`src/rtl/lazy_seq_emitter_pkg.sv`:
```
// Shared widths, sequence record layout and job-tracking state encodings for
// the lazy sequence emitter and the sequence writer that unpacks its records.
package lazy_seq_emitter_pkg;

    localparam int JOB_LEN_LOG2    = 6;
    localparam int SEQ_LL_BITS     = 12;
    localparam int SEQ_ML_BITS     = 12;
    localparam int SEQ_OFFSET_BITS = 16;
    localparam int SEQ_REC_BITS    = SEQ_LL_BITS + SEQ_ML_BITS + SEQ_OFFSET_BITS + SEQ_ML_BITS + 2;

    typedef enum logic {
        RUN          = 1'b0,
        WAIT_RELEASE = 1'b1
    } job_state_e;

    // First member lands in the MSBs: {overlap, eoj, delim, offset, ml, ll}.
    typedef struct packed {
        logic [SEQ_ML_BITS-1:0]     overlap_len;
        logic                       eoj;
        logic                       delim;
        logic [SEQ_OFFSET_BITS-1:0] offset;
        logic [SEQ_ML_BITS-1:0]     ml;
        logic [SEQ_LL_BITS-1:0]     ll;
    } seq_rec_t;

    function automatic seq_rec_t make_rec(
        input logic [SEQ_LL_BITS-1:0]     ll,
        input logic [SEQ_ML_BITS-1:0]     ml,
        input logic [SEQ_OFFSET_BITS-1:0] offset,
        input logic                       delim,
        input logic                       eoj,
        input logic [SEQ_ML_BITS-1:0]     overlap_len
    );
        seq_rec_t r;
        r.overlap_len = overlap_len;
        r.eoj         = eoj;
        r.delim       = delim;
        r.offset      = offset;
        r.ml          = ml;
        r.ll          = ll;
        return r;
    endfunction

endpackage

```
`src/rtl/lazy_seq_emitter_if.sv`:
```
// Summary input, head feedback and sequence-record handshake bundle of the
// lazy sequence emitter; slave is the emitter side, master its surroundings.
interface lazy_seq_emitter_if;
    import lazy_seq_emitter_pkg::*;

    logic                       i_summary_done;
    logic [JOB_LEN_LOG2-1:0]    i_seq_head_ptr;
    logic [SEQ_LL_BITS-1:0]     i_summary_ll;
    logic [SEQ_ML_BITS-1:0]     i_summary_ml;
    logic [SEQ_OFFSET_BITS-1:0] i_summary_offset;
    logic                       i_summary_delim;
    logic                       i_summary_eoj;
    logic [SEQ_ML_BITS-1:0]     i_summary_overlap_len;
    logic                       i_move_to_next_job;
    logic [JOB_LEN_LOG2-1:0]    i_move_forward;
    logic                       o_next_head_valid;
    logic [JOB_LEN_LOG2-1:0]    o_next_head_ptr;
    logic                       o_job_release;
    logic                       o_stall;
    logic                       o_overflow;
    logic                       o_seq_valid;
    logic                       i_seq_ready;
    logic [SEQ_LL_BITS-1:0]     o_seq_ll;
    logic [SEQ_ML_BITS-1:0]     o_seq_ml;
    logic [SEQ_OFFSET_BITS-1:0] o_seq_offset;
    logic                       o_seq_delim;
    logic                       o_seq_eoj;
    logic [SEQ_ML_BITS-1:0]     o_seq_overlap_len;

    modport master (
        output i_summary_done, i_seq_head_ptr, i_summary_ll, i_summary_ml, i_summary_offset,
               i_summary_delim, i_summary_eoj, i_summary_overlap_len, i_move_to_next_job,
               i_move_forward, i_seq_ready,
        input  o_next_head_valid, o_next_head_ptr, o_job_release, o_stall, o_overflow,
               o_seq_valid, o_seq_ll, o_seq_ml, o_seq_offset, o_seq_delim, o_seq_eoj,
               o_seq_overlap_len
    );

    modport slave (
        input  i_summary_done, i_seq_head_ptr, i_summary_ll, i_summary_ml, i_summary_offset,
               i_summary_delim, i_summary_eoj, i_summary_overlap_len, i_move_to_next_job,
               i_move_forward, i_seq_ready,
        output o_next_head_valid, o_next_head_ptr, o_job_release, o_stall, o_overflow,
               o_seq_valid, o_seq_ll, o_seq_ml, o_seq_offset, o_seq_delim, o_seq_eoj,
               o_seq_overlap_len
    );

endinterface

```
`src/rtl/lazy_seq_emitter_seq_sync_fifo.sv`:
```
// Synchronous FIFO with a registered head word and an occupancy count; the
// caller guarantees wr_en only when space exists (or a pop coincides).
module seq_sync_fifo #(
    parameter int WIDTH = 8,
    parameter int DEPTH = 8
) (
    input  logic                       clk,
    input  logic                       rst,
    input  logic                       wr_en,
    input  logic [WIDTH-1:0]           wr_data,
    input  logic                       rd_en,
    output logic [WIDTH-1:0]           rd_data,
    output logic [$clog2(DEPTH):0]     count
);
    localparam int AW = $clog2(DEPTH);
    localparam int CW = AW + 1;

    logic [WIDTH-1:0] mem [DEPTH];
    logic [AW-1:0]    wr_ptr, rd_ptr;
    logic [WIDTH-1:0] head_q;

    always_ff @(posedge clk) begin
        if (rst) begin
            wr_ptr <= '0;
            rd_ptr <= '0;
            count  <= '0;
        end else begin
            if (wr_en) wr_ptr <= wr_ptr + AW'(1);
            if (rd_en) rd_ptr <= rd_ptr + AW'(1);
            count <= count + CW'(wr_en) - CW'(rd_en);
        end
    end

    // The incoming word bypasses into the head when it becomes the oldest entry.
    always_ff @(posedge clk) begin
        if (wr_en) mem[wr_ptr] <= wr_data;
        if (wr_en && (count == '0 || (rd_en && count == CW'(1))))
            head_q <= wr_data;
        else if (rd_en)
            head_q <= mem[rd_ptr + AW'(1)];
    end

    assign rd_data = head_q;

endmodule

```
`src/rtl/lazy_seq_emitter.sv`:
```
// Converts lazy summary results into buffered sequence records, feeds the next
// head pointer back upstream and tracks job release / stall / overflow.
module lazy_seq_emitter
    import lazy_seq_emitter_pkg::*;
#(
    parameter int FIFO_DEPTH  = 8,
    parameter int STALL_SLACK = 5
) (
    input  logic               clk,
    input  logic               rst,
    lazy_seq_emitter_if.slave  bus
);
    localparam int               CNT_W    = $clog2(FIFO_DEPTH) + 1;
    localparam logic [CNT_W-1:0] DEPTH_C  = CNT_W'(FIFO_DEPTH);
    localparam logic [CNT_W-1:0] STALL_TH = CNT_W'(FIFO_DEPTH - STALL_SLACK);

    seq_rec_t                rec_in, rec_out;
    logic [CNT_W-1:0]        count, count_next, pend_q, pend_next;
    logic                    qualify, push, pop, drop;
    job_state_e              state_q;
    logic                    stall_q, ovf_q, rel_p1, nh_vld_p1;
    logic [JOB_LEN_LOG2-1:0] nh_ptr_p1;

    assign rec_in = make_rec(bus.i_summary_ll, bus.i_summary_ml, bus.i_summary_offset,
                             bus.i_summary_delim, bus.i_summary_eoj, bus.i_summary_overlap_len);

    // Literal-only summaries that do not close the job carry nothing for the writer.
    assign qualify    = bus.i_summary_done && (bus.i_summary_eoj || bus.i_summary_ml != '0) && !rst;
    assign pop        = (count != '0) && bus.i_seq_ready && !rst;
    assign push       = qualify && (count != DEPTH_C || pop);
    assign drop       = qualify && !push;
    assign count_next = count + CNT_W'(push) - CNT_W'(pop);
    assign pend_next  = pend_q + CNT_W'(push && rec_in.eoj) - CNT_W'(pop && rec_out.eoj);

    seq_sync_fifo #(
        .WIDTH (SEQ_REC_BITS),
        .DEPTH (FIFO_DEPTH)
    ) u_fifo (
        .clk     (clk),
        .rst     (rst),
        .wr_en   (push),
        .wr_data (rec_in),
        .rd_en   (pop),
        .rd_data (rec_out),
        .count   (count)
    );

    // Stage p1: registered control outputs and job-tracking FSM.
    always_ff @(posedge clk) begin
        if (rst) begin
            state_q   <= RUN;
            pend_q    <= '0;
            rel_p1    <= 1'b0;
            stall_q   <= 1'b0;
            ovf_q     <= 1'b0;
            nh_vld_p1 <= 1'b0;
            nh_ptr_p1 <= '0;
        end else begin
            stall_q   <= (count_next >= STALL_TH);
            rel_p1    <= pop && rec_out.eoj;
            pend_q    <= pend_next;
            nh_vld_p1 <= bus.i_summary_done && !bus.i_move_to_next_job;
            if (drop) ovf_q <= 1'b1;
            if (bus.i_summary_done)
                nh_ptr_p1 <= bus.i_move_to_next_job ? '0 : bus.i_seq_head_ptr + bus.i_move_forward;
            case (state_q)
                RUN:          if (push && rec_in.eoj) state_q <= WAIT_RELEASE;
                WAIT_RELEASE: if (pend_next == '0)    state_q <= RUN;
                default:                              state_q <= RUN;
            endcase
        end
    end

    assign bus.o_next_head_valid = nh_vld_p1;
    assign bus.o_next_head_ptr   = nh_ptr_p1;
    assign bus.o_job_release     = rel_p1;
    assign bus.o_stall           = stall_q;
    assign bus.o_overflow        = ovf_q;
    assign bus.o_seq_valid       = (count != '0);
    assign bus.o_seq_ll          = rec_out.ll;
    assign bus.o_seq_ml          = rec_out.ml;
    assign bus.o_seq_offset      = rec_out.offset;
    assign bus.o_seq_delim       = rec_out.delim;
    assign bus.o_seq_eoj         = rec_out.eoj;
    assign bus.o_seq_overlap_len = rec_out.overlap_len;

endmodule

```
`src/flat_wrapper.sv`:
```
// flat-port wrapper written by rule: the top's interface ports become plain ports
module lazy_seq_emitter_flat import lazy_seq_emitter_pkg::*;
#(
    parameter int FIFO_DEPTH  = 8,
    parameter int STALL_SLACK = 5
)
  (clk, rst, bus_i_summary_done, bus_i_seq_head_ptr, bus_i_summary_ll, bus_i_summary_ml, bus_i_summary_offset, bus_i_summary_delim, bus_i_summary_eoj, bus_i_summary_overlap_len, bus_i_move_to_next_job, bus_i_move_forward, bus_i_seq_ready, bus_o_next_head_valid, bus_o_next_head_ptr, bus_o_job_release, bus_o_stall, bus_o_overflow, bus_o_seq_valid, bus_o_seq_ll, bus_o_seq_ml, bus_o_seq_offset, bus_o_seq_delim, bus_o_seq_eoj, bus_o_seq_overlap_len);
  lazy_seq_emitter_if bus_i ();
  input  logic clk;
  input  logic rst;
  input wire logic [$bits(bus_i.i_summary_done)-1:0] bus_i_summary_done;
  input wire logic [$bits(bus_i.i_seq_head_ptr)-1:0] bus_i_seq_head_ptr;
  input wire logic [$bits(bus_i.i_summary_ll)-1:0] bus_i_summary_ll;
  input wire logic [$bits(bus_i.i_summary_ml)-1:0] bus_i_summary_ml;
  input wire logic [$bits(bus_i.i_summary_offset)-1:0] bus_i_summary_offset;
  input wire logic [$bits(bus_i.i_summary_delim)-1:0] bus_i_summary_delim;
  input wire logic [$bits(bus_i.i_summary_eoj)-1:0] bus_i_summary_eoj;
  input wire logic [$bits(bus_i.i_summary_overlap_len)-1:0] bus_i_summary_overlap_len;
  input wire logic [$bits(bus_i.i_move_to_next_job)-1:0] bus_i_move_to_next_job;
  input wire logic [$bits(bus_i.i_move_forward)-1:0] bus_i_move_forward;
  input wire logic [$bits(bus_i.i_seq_ready)-1:0] bus_i_seq_ready;
  output wire logic [$bits(bus_i.o_next_head_valid)-1:0] bus_o_next_head_valid;
  output wire logic [$bits(bus_i.o_next_head_ptr)-1:0] bus_o_next_head_ptr;
  output wire logic [$bits(bus_i.o_job_release)-1:0] bus_o_job_release;
  output wire logic [$bits(bus_i.o_stall)-1:0] bus_o_stall;
  output wire logic [$bits(bus_i.o_overflow)-1:0] bus_o_overflow;
  output wire logic [$bits(bus_i.o_seq_valid)-1:0] bus_o_seq_valid;
  output wire logic [$bits(bus_i.o_seq_ll)-1:0] bus_o_seq_ll;
  output wire logic [$bits(bus_i.o_seq_ml)-1:0] bus_o_seq_ml;
  output wire logic [$bits(bus_i.o_seq_offset)-1:0] bus_o_seq_offset;
  output wire logic [$bits(bus_i.o_seq_delim)-1:0] bus_o_seq_delim;
  output wire logic [$bits(bus_i.o_seq_eoj)-1:0] bus_o_seq_eoj;
  output wire logic [$bits(bus_i.o_seq_overlap_len)-1:0] bus_o_seq_overlap_len;
  assign bus_i.i_summary_done = bus_i_summary_done;
  assign bus_i.i_seq_head_ptr = bus_i_seq_head_ptr;
  assign bus_i.i_summary_ll = bus_i_summary_ll;
  assign bus_i.i_summary_ml = bus_i_summary_ml;
  assign bus_i.i_summary_offset = bus_i_summary_offset;
  assign bus_i.i_summary_delim = bus_i_summary_delim;
  assign bus_i.i_summary_eoj = bus_i_summary_eoj;
  assign bus_i.i_summary_overlap_len = bus_i_summary_overlap_len;
  assign bus_i.i_move_to_next_job = bus_i_move_to_next_job;
  assign bus_i.i_move_forward = bus_i_move_forward;
  assign bus_i.i_seq_ready = bus_i_seq_ready;
  assign bus_o_next_head_valid = bus_i.o_next_head_valid;
  assign bus_o_next_head_ptr = bus_i.o_next_head_ptr;
  assign bus_o_job_release = bus_i.o_job_release;
  assign bus_o_stall = bus_i.o_stall;
  assign bus_o_overflow = bus_i.o_overflow;
  assign bus_o_seq_valid = bus_i.o_seq_valid;
  assign bus_o_seq_ll = bus_i.o_seq_ll;
  assign bus_o_seq_ml = bus_i.o_seq_ml;
  assign bus_o_seq_offset = bus_i.o_seq_offset;
  assign bus_o_seq_delim = bus_i.o_seq_delim;
  assign bus_o_seq_eoj = bus_i.o_seq_eoj;
  assign bus_o_seq_overlap_len = bus_i.o_seq_overlap_len;
  lazy_seq_emitter #(.FIFO_DEPTH(FIFO_DEPTH), .STALL_SLACK(STALL_SLACK)) u_core (.clk(clk), .rst(rst), .bus(bus_i));
endmodule
```
`config.mk`:
```
export PLATFORM = sky130hd
export DESIGN_NAME = lazy_seq_emitter_flat
export DESIGN_NICKNAME = d
export VERILOG_FILES = /design/src/rtl/lazy_seq_emitter_pkg.sv /design/src/rtl/lazy_seq_emitter_if.sv /design/src/rtl/lazy_seq_emitter_seq_sync_fifo.sv /design/src/rtl/lazy_seq_emitter.sv /design/src/flat_wrapper.sv
export SDC_FILE = /design/constraint.sdc
export NUM_CORES = 1
export LEC_CHECK = 0
export ABC_AREA = 1
export CORE_MARGIN = 2
export CORE_UTILIZATION = 45
export CTS_CLUSTER_SIZE = 12
export DETAILED_ROUTE_END_ITERATION = 8
export DONT_BUFFER_PORTS = 1
export GPL_TIMING_DRIVEN = 0
export PLACE_DENSITY_LB_ADDON = 0.2
export SLEW_MARGIN = 20
export SYNTH_ARGS = -nofsm -noshare
export SYNTH_HDL_FRONTEND = slang
export SYNTH_SLANG_ARGS = --single-unit
```
`constraint.sdc`:
```
create_clock -name clk -period 4.7 [get_ports clk]
set_input_delay 0.235 -clock clk [delete_from_list [all_inputs] [get_ports clk]]
set_output_delay 0.235 -clock clk [all_outputs]
set_load 0.02 [all_outputs]
```
# Yosys cells after proc, flatten, opt, wreduce, memory -nomap -nowiden
# Memory sizes are Yosys's and may differ from the RTL's.
# Cells that the tools add are included.
[op_classes]
reduce_logical = 20
n_addsub = 5
magnitude_cmp = 1
n_eq_ne = 2
n_mux = 5
[ops]
columns = ["cell", "n"]
rows = [
  ["$mux W54", 2],
  ["$reduce_bool A12 Y1", 1],
  ["$logic_and A1 B1 Y1", 10],
  ["$add A3 B1 Y3 const B", 2],
  ["$add A6 B6 Y6", 1],
  ["$mux W6", 1],
  ["$add A4 B1 Y4", 1],
  ["$eq A4 B1 Y1 const B", 1],
  ["$ge A4 B2 Y1 const B", 1],
  ["$logic_not A4 Y1", 1],
  ["$ne A4 B4 Y1 const B", 1],
  ["$reduce_bool A4 Y1", 1],
  ["$sub A4 B1 Y4", 1],
  ["$logic_not A1 Y1", 3],
  ["$logic_or A1 B1 Y1", 3],
  ["$mux W1", 2],
  ["$reduce_bool A2 Y1", 1],
]
[totals]
ram_bits = 432
register_bits = 74
in_bits = 71
word_cells = 43
mem_count = 1
[mem_list]
columns = ["name", "words", "word_bits", "rd", "rd_clocked_by_memory_dff", "wr", "line", "text"]
rows = [
  ["u_core.u_fifo.mem", 8, 54, 1, 0, 1, "lazy_seq_emitter_seq_sync_fifo.sv:18", "logic [WIDTH-1:0] mem [DEPTH];"],
]

# Longest topological paths before layout
[logic_depth]
depth_word = 8
mapped_depth = 15
ltp_nobuf = 14

# Modules after synthesis
# From an unflattened synthesis, not the netlist that was laid out.
[unflattened]
cells_unflattened = 2059
area_unflattened_um2 = 21618.2
[modules_own_cells]
columns = ["module", "area_each_um2", "n_inst", "cells_per_inst", "seq_area_each_um2"]
rows = [
  ["seq_sync_fifo", 20820.0, 1, 1952, 14794.2],
  ["lazy_seq_emitter", 798.3, 1, 107, 200.2],
]

# Least setup slack after synthesis
# Ideal clock, no wire load.
[synth_path]
kind = "register to register"
start = "reg u_core.u_fifo.count[2]"
end = "mem u_core.u_fifo.mem[1][0] (netlist name) (enable)"
setup_slack_ns = 0.535
t_required_ns = 4.234
setup_time_ns = 0.466
path_stages_with_launch = 11
arrival_ns = 3.699
synth_period_minus_slack_ns = 4.165
path_cell_list = "dfxtp_1 > inv_1 > ha_1 > nand2_2 > nand3_4 > nand2_1 > inv_2 > nor2_4 > buf_4 > nand2_1 > nor2_1"
[synth_between]
elab_chain_len = 7
word_cells_on_any_way = 8
cone_classes = "1 x eq/ne; 2 x mux; 5 x reduce/logical"
[synth_lines]
columns = ["item", "line", "text"]
rows = [
  ["from (decl)", "lazy_seq_emitter_seq_sync_fifo.sv:13", "output logic [$clog2(DEPTH):0] count"],
  ["from (signal assigned)", "lazy_seq_emitter_seq_sync_fifo.sv:30", "count <= count + CW'(wr_en) - CW'(rd_en);"],
  ["$reduce_bool A4 Y1", "-", ""],
  ["named net bus_o_seq_valid", "flat_wrapper.sv:27", "output wire logic [$bits(bus_i.o_seq_valid)-1:0] bus_o_seq_valid;"],
  ["$logic_and A1 B1 Y1 (2 in a row)", "lazy_seq_emitter.sv:29", "assign pop = (count != '0) && bus.i_seq_ready && !rst;"],
  ["$logic_or A1 B1 Y1", "lazy_seq_emitter.sv:30", "assign push = qualify && (count != DEPTH_C || pop);"],
  ["$logic_and A1 B1 Y1", "lazy_seq_emitter.sv:30", ""],
  ["$mux W1", "lazy_seq_emitter_seq_sync_fifo.sv:36", "if (wr_en) mem[wr_ptr] <= wr_data;"],
  ["$mux W1 (implied by the code)", "lazy_seq_emitter_seq_sync_fifo.sv:36", ""],
  ["to (decl)", "lazy_seq_emitter_seq_sync_fifo.sv:18", ""],
]
# The timed path passes the listed nets, and every way through them passes these cells.

# Worst setup path after layout
[layout_path]
start = "reg u_core.u_fifo.count[2]"
end = "mem u_core.u_fifo.mem[2][36] (netlist name) (enable)"
# Same word-level chain as after synthesis.

==> metrics.yaml <==
fin_cells: 2387
crit_path_end_kind: "flop"
crit_arrival_ns: 3.51
drt_iter0_drc: 1287
intPower_mw: 8.94
clk_pin_slew_ns: 0.06
drc: 0
setup.worst_path.start_class: "flop"
crit_type: "flop to flop"
crit_chain: "inv_1, ha_1, nand2_2, nand3_4, nand2_1, inv_2, nor2_4, buf_4, nand2_1, nor2_4, buf_16, buf_16, buf_16"
finalMaxSlewViolations: 0
grt_pass1_vias: 13100
final_nets: 1843
syn_inst: 1614
power_mw: 14.0
synth_warnings: 0
avgViaCountPerCell: 5.53
synth.avg_cell_area_sq_um: 12.6
ys_seq_elements: 506
layout-drive-gt1-share: 0.101
layout_setup_ws_ns: 1.48
synth_area_leaders: "edfxtp_1, nand2_1, o21ai_0, nor2_1, o22ai_1"
critPathMaxStageDelay_ns: 0.43
ys_seq_area_frac: 0.740
cap_viol_max_count: 0
synth_cell_types: 36
clock_sinks: 506
post-route-period-util: 0.686
drt-met1-wl_um: 23200
wl_um: 52800
finalWeightedCongestion: 0.790
critPathMostFrequentCell: "buf_16"
pwr-share-comb: 0.310
ioPinCount: 136
crit_path_max_fanout: 18
layout_min_cycle_time_ns: 3.22
dp_slack_ns: 1.44
yosysMostFrequentCell: "edfxtp_1"
grtUsageTotal: 0.226
fin_util: 0.538
die_area_sq_um: 46700
outcome: "finished clean"
cts_buffers: 52
hold_violations: 0
place_inst: 2229
swShare: 0.361
rsz0062_at_grt: "no"
grt_pass1_wl_um: 79900
synth_largest_area_cell: "edfxtp_1"
grt_max_degree: 36
peakVddDrop_uv: 298
grt.overflow.total: 0
power_density_nw_per_um2: 587
slew_headroom: 0.553
num_rows: 77
synthTopCellsByCount: "edfxtp_1, nand2_1, nor2_1, o21ai_0, o22ai_1"
avgRoutedWirePerCell_um: 22.1
postSynth.topFlopCell: "edfxtp_1"
routed.top_layer: "met5"
wl_met3_um: 3930
async_reset_ff_frac: 0
stdcell_area_sq_um: 23900
antenna_found_initial: 3
dr_total_vias: 13200
synth.net_count: 1699
post_dp_cell_area_sq_um: 21600
die_h_um: 216
dr.pass1.iters: 5
syn_area_sq_um: 20300
cts.root.buffer_cell: "clkbuf_16"
finalSetupTns_ns: 0
timing.hold.ws_ns: 0.0401
cts_buffer_depth: 3
fmax_ghz: 0.310
cts_resized: 0
cts_tree: "done"
finalSetupViolCount: 0
worst_pin_slew_ns: 0.671
hold_path_class: "input port to flop"
syn2layout_area_growth_pct: 17.8
drtAntennaViolNets: 0
fp.dieW_um: 216
worstPathRequired_ns: 4.98
initial_core_util: 0.457
p_leak_nw: 8.34
hpwlAfterDp_um: 32900
wl_met2_um: 24300
pwr-share-clk: 0.271
crit_slowest_cell: "nor2_4"
power.switching_mw: 5.06
synth_edf_count: 486
port_buffers: 0
clock_latency_ns: 0.58
fp.coreArea_sq_um: 44300
synth_top_area_frac: 0.720
htree_levels: 2
seqPwrFrac: 0.419
fin_skew_ns: 0.0163
-- critical path: cells and delay by family, from the launching register on --
family / cells / cell delay, ns
adders and majority gates: 1 / 0.22
buffers and inverters: 6 / 0.97
DFF: 1 / 0.31
and+or+nand+nor: 6 / 1.41
-- flip-flops by register name, indices dropped and copies added (netlist names) --
name                          flops
u_core.u_fifo.mem               432
u_core.u_fifo.rd_data            54
u_core.bus.o_next_head_ptr        6
u_core.u_fifo.count               4
u_core.u_fifo.rd_ptr              3
u_core.u_fifo.wr_ptr              3
u_core.bus.o_job_release          1
u_core.bus.o_next_head_valid      1
u_core.bus.o_overflow             1
u_core.bus.o_stall                1
-- cells by family (layout without fill, tap and decap cells) --
logic type,after synthesis,in the layout,synth area share
buf+inv,123,303,0.0325
flops,506,506,0.740
fa+ha+maj,14,14,0.00939
xor+xnor,4,4,0.00173
compound gates,345,345,0.0934
simple gates,622,622,0.123
other cells,0,1,0
-- layout by cell type (no fill, tap or decap), types with 2 or more instances in the layout --
cell,instances
edfxtp_1,486
nand3_1,62
nor2_2,18
buf_12,8
buf_16,16
nor2_1,220
nor2_4,9
inv_1,19
xor2_1,3
buf_1,3
o22ai_1,108
nand2_2,2
buf_8,3
buf_2,30
fa_1,2
dfxtp_1,20
clkbuf_16,53
buf_6,7
clkbuf_8,6
clkinv_2,5
a22o_1,2
clkbuf_1,62
buf_4,12
o21ai_1,14
inv_2,3
ha_1,12
a21oi_1,9
nand2_1,306
dlygate4sd3_1,67
clkinv_1,5
or2_2,2
o21ai_0,207
-- final cells by class --
type	count	area [sq um]
timing repair buffer	90	1250
tap	592	741
multi-input combinational	985	4680
clock inverter	12	60.1
clock buffer	78	1480
inverter	24	97.6
fill	3770	20500
sequential	506	15000
antenna	1	2.50
buffer	99	562
-- power groups by stage --
| stage | Clock, mW | Combinational (mW) | Sequential, mW |
|---|---|---|---|
| floorplan | 0 | 2.78 | 5.94 |
| global placement | 0 | 4.10 | 5.99 |
| detailed placement | 0 | 4.22 | 5.96 |
| CTS | 3.85 | 4.36 | 5.87 |
| global route | 4.01 | 4.82 | 5.89 |
| finish | 3.80 | 4.34 | 5.86 |
-- final timing paths --
path                                              from                                    endpoint  slack [ns]  cells after the start
hold / removal                   bus_i_seq_head_ptr[3]  u_core.bus.o_next_head_ptr[3]$_SDFFE_PP0P_        0.04                      4
hold reg to reg   u_core.u_fifo.rd_ptr[2]$_SDFFE_PP0P_        u_core.u_fifo.rd_ptr[2]$_SDFFE_PP0P_        0.51                      2
setup / recovery     u_core.u_fifo.count[2]$_SDFF_PP0_          u_core.u_fifo.mem[2][36]$_DFFE_PP_        1.48                     13
setup reg to reg     u_core.u_fifo.count[2]$_SDFF_PP0_          u_core.u_fifo.mem[2][36]$_DFFE_PP_        1.48                     13
-- metal layers --
metal,up-vias,track usage
met2,503,0.352
li1,6122,-
met3,92,0.0392
met4,4,0.0753
met1,6480,0.324
met5,-,0
-- repair_timing --
action                    in CTS  in global routing
hold endpoints to repair     504                  0
hold buffers                  67                  0
setup buffers                  0                  0
(Power assumes the default switching activity.)
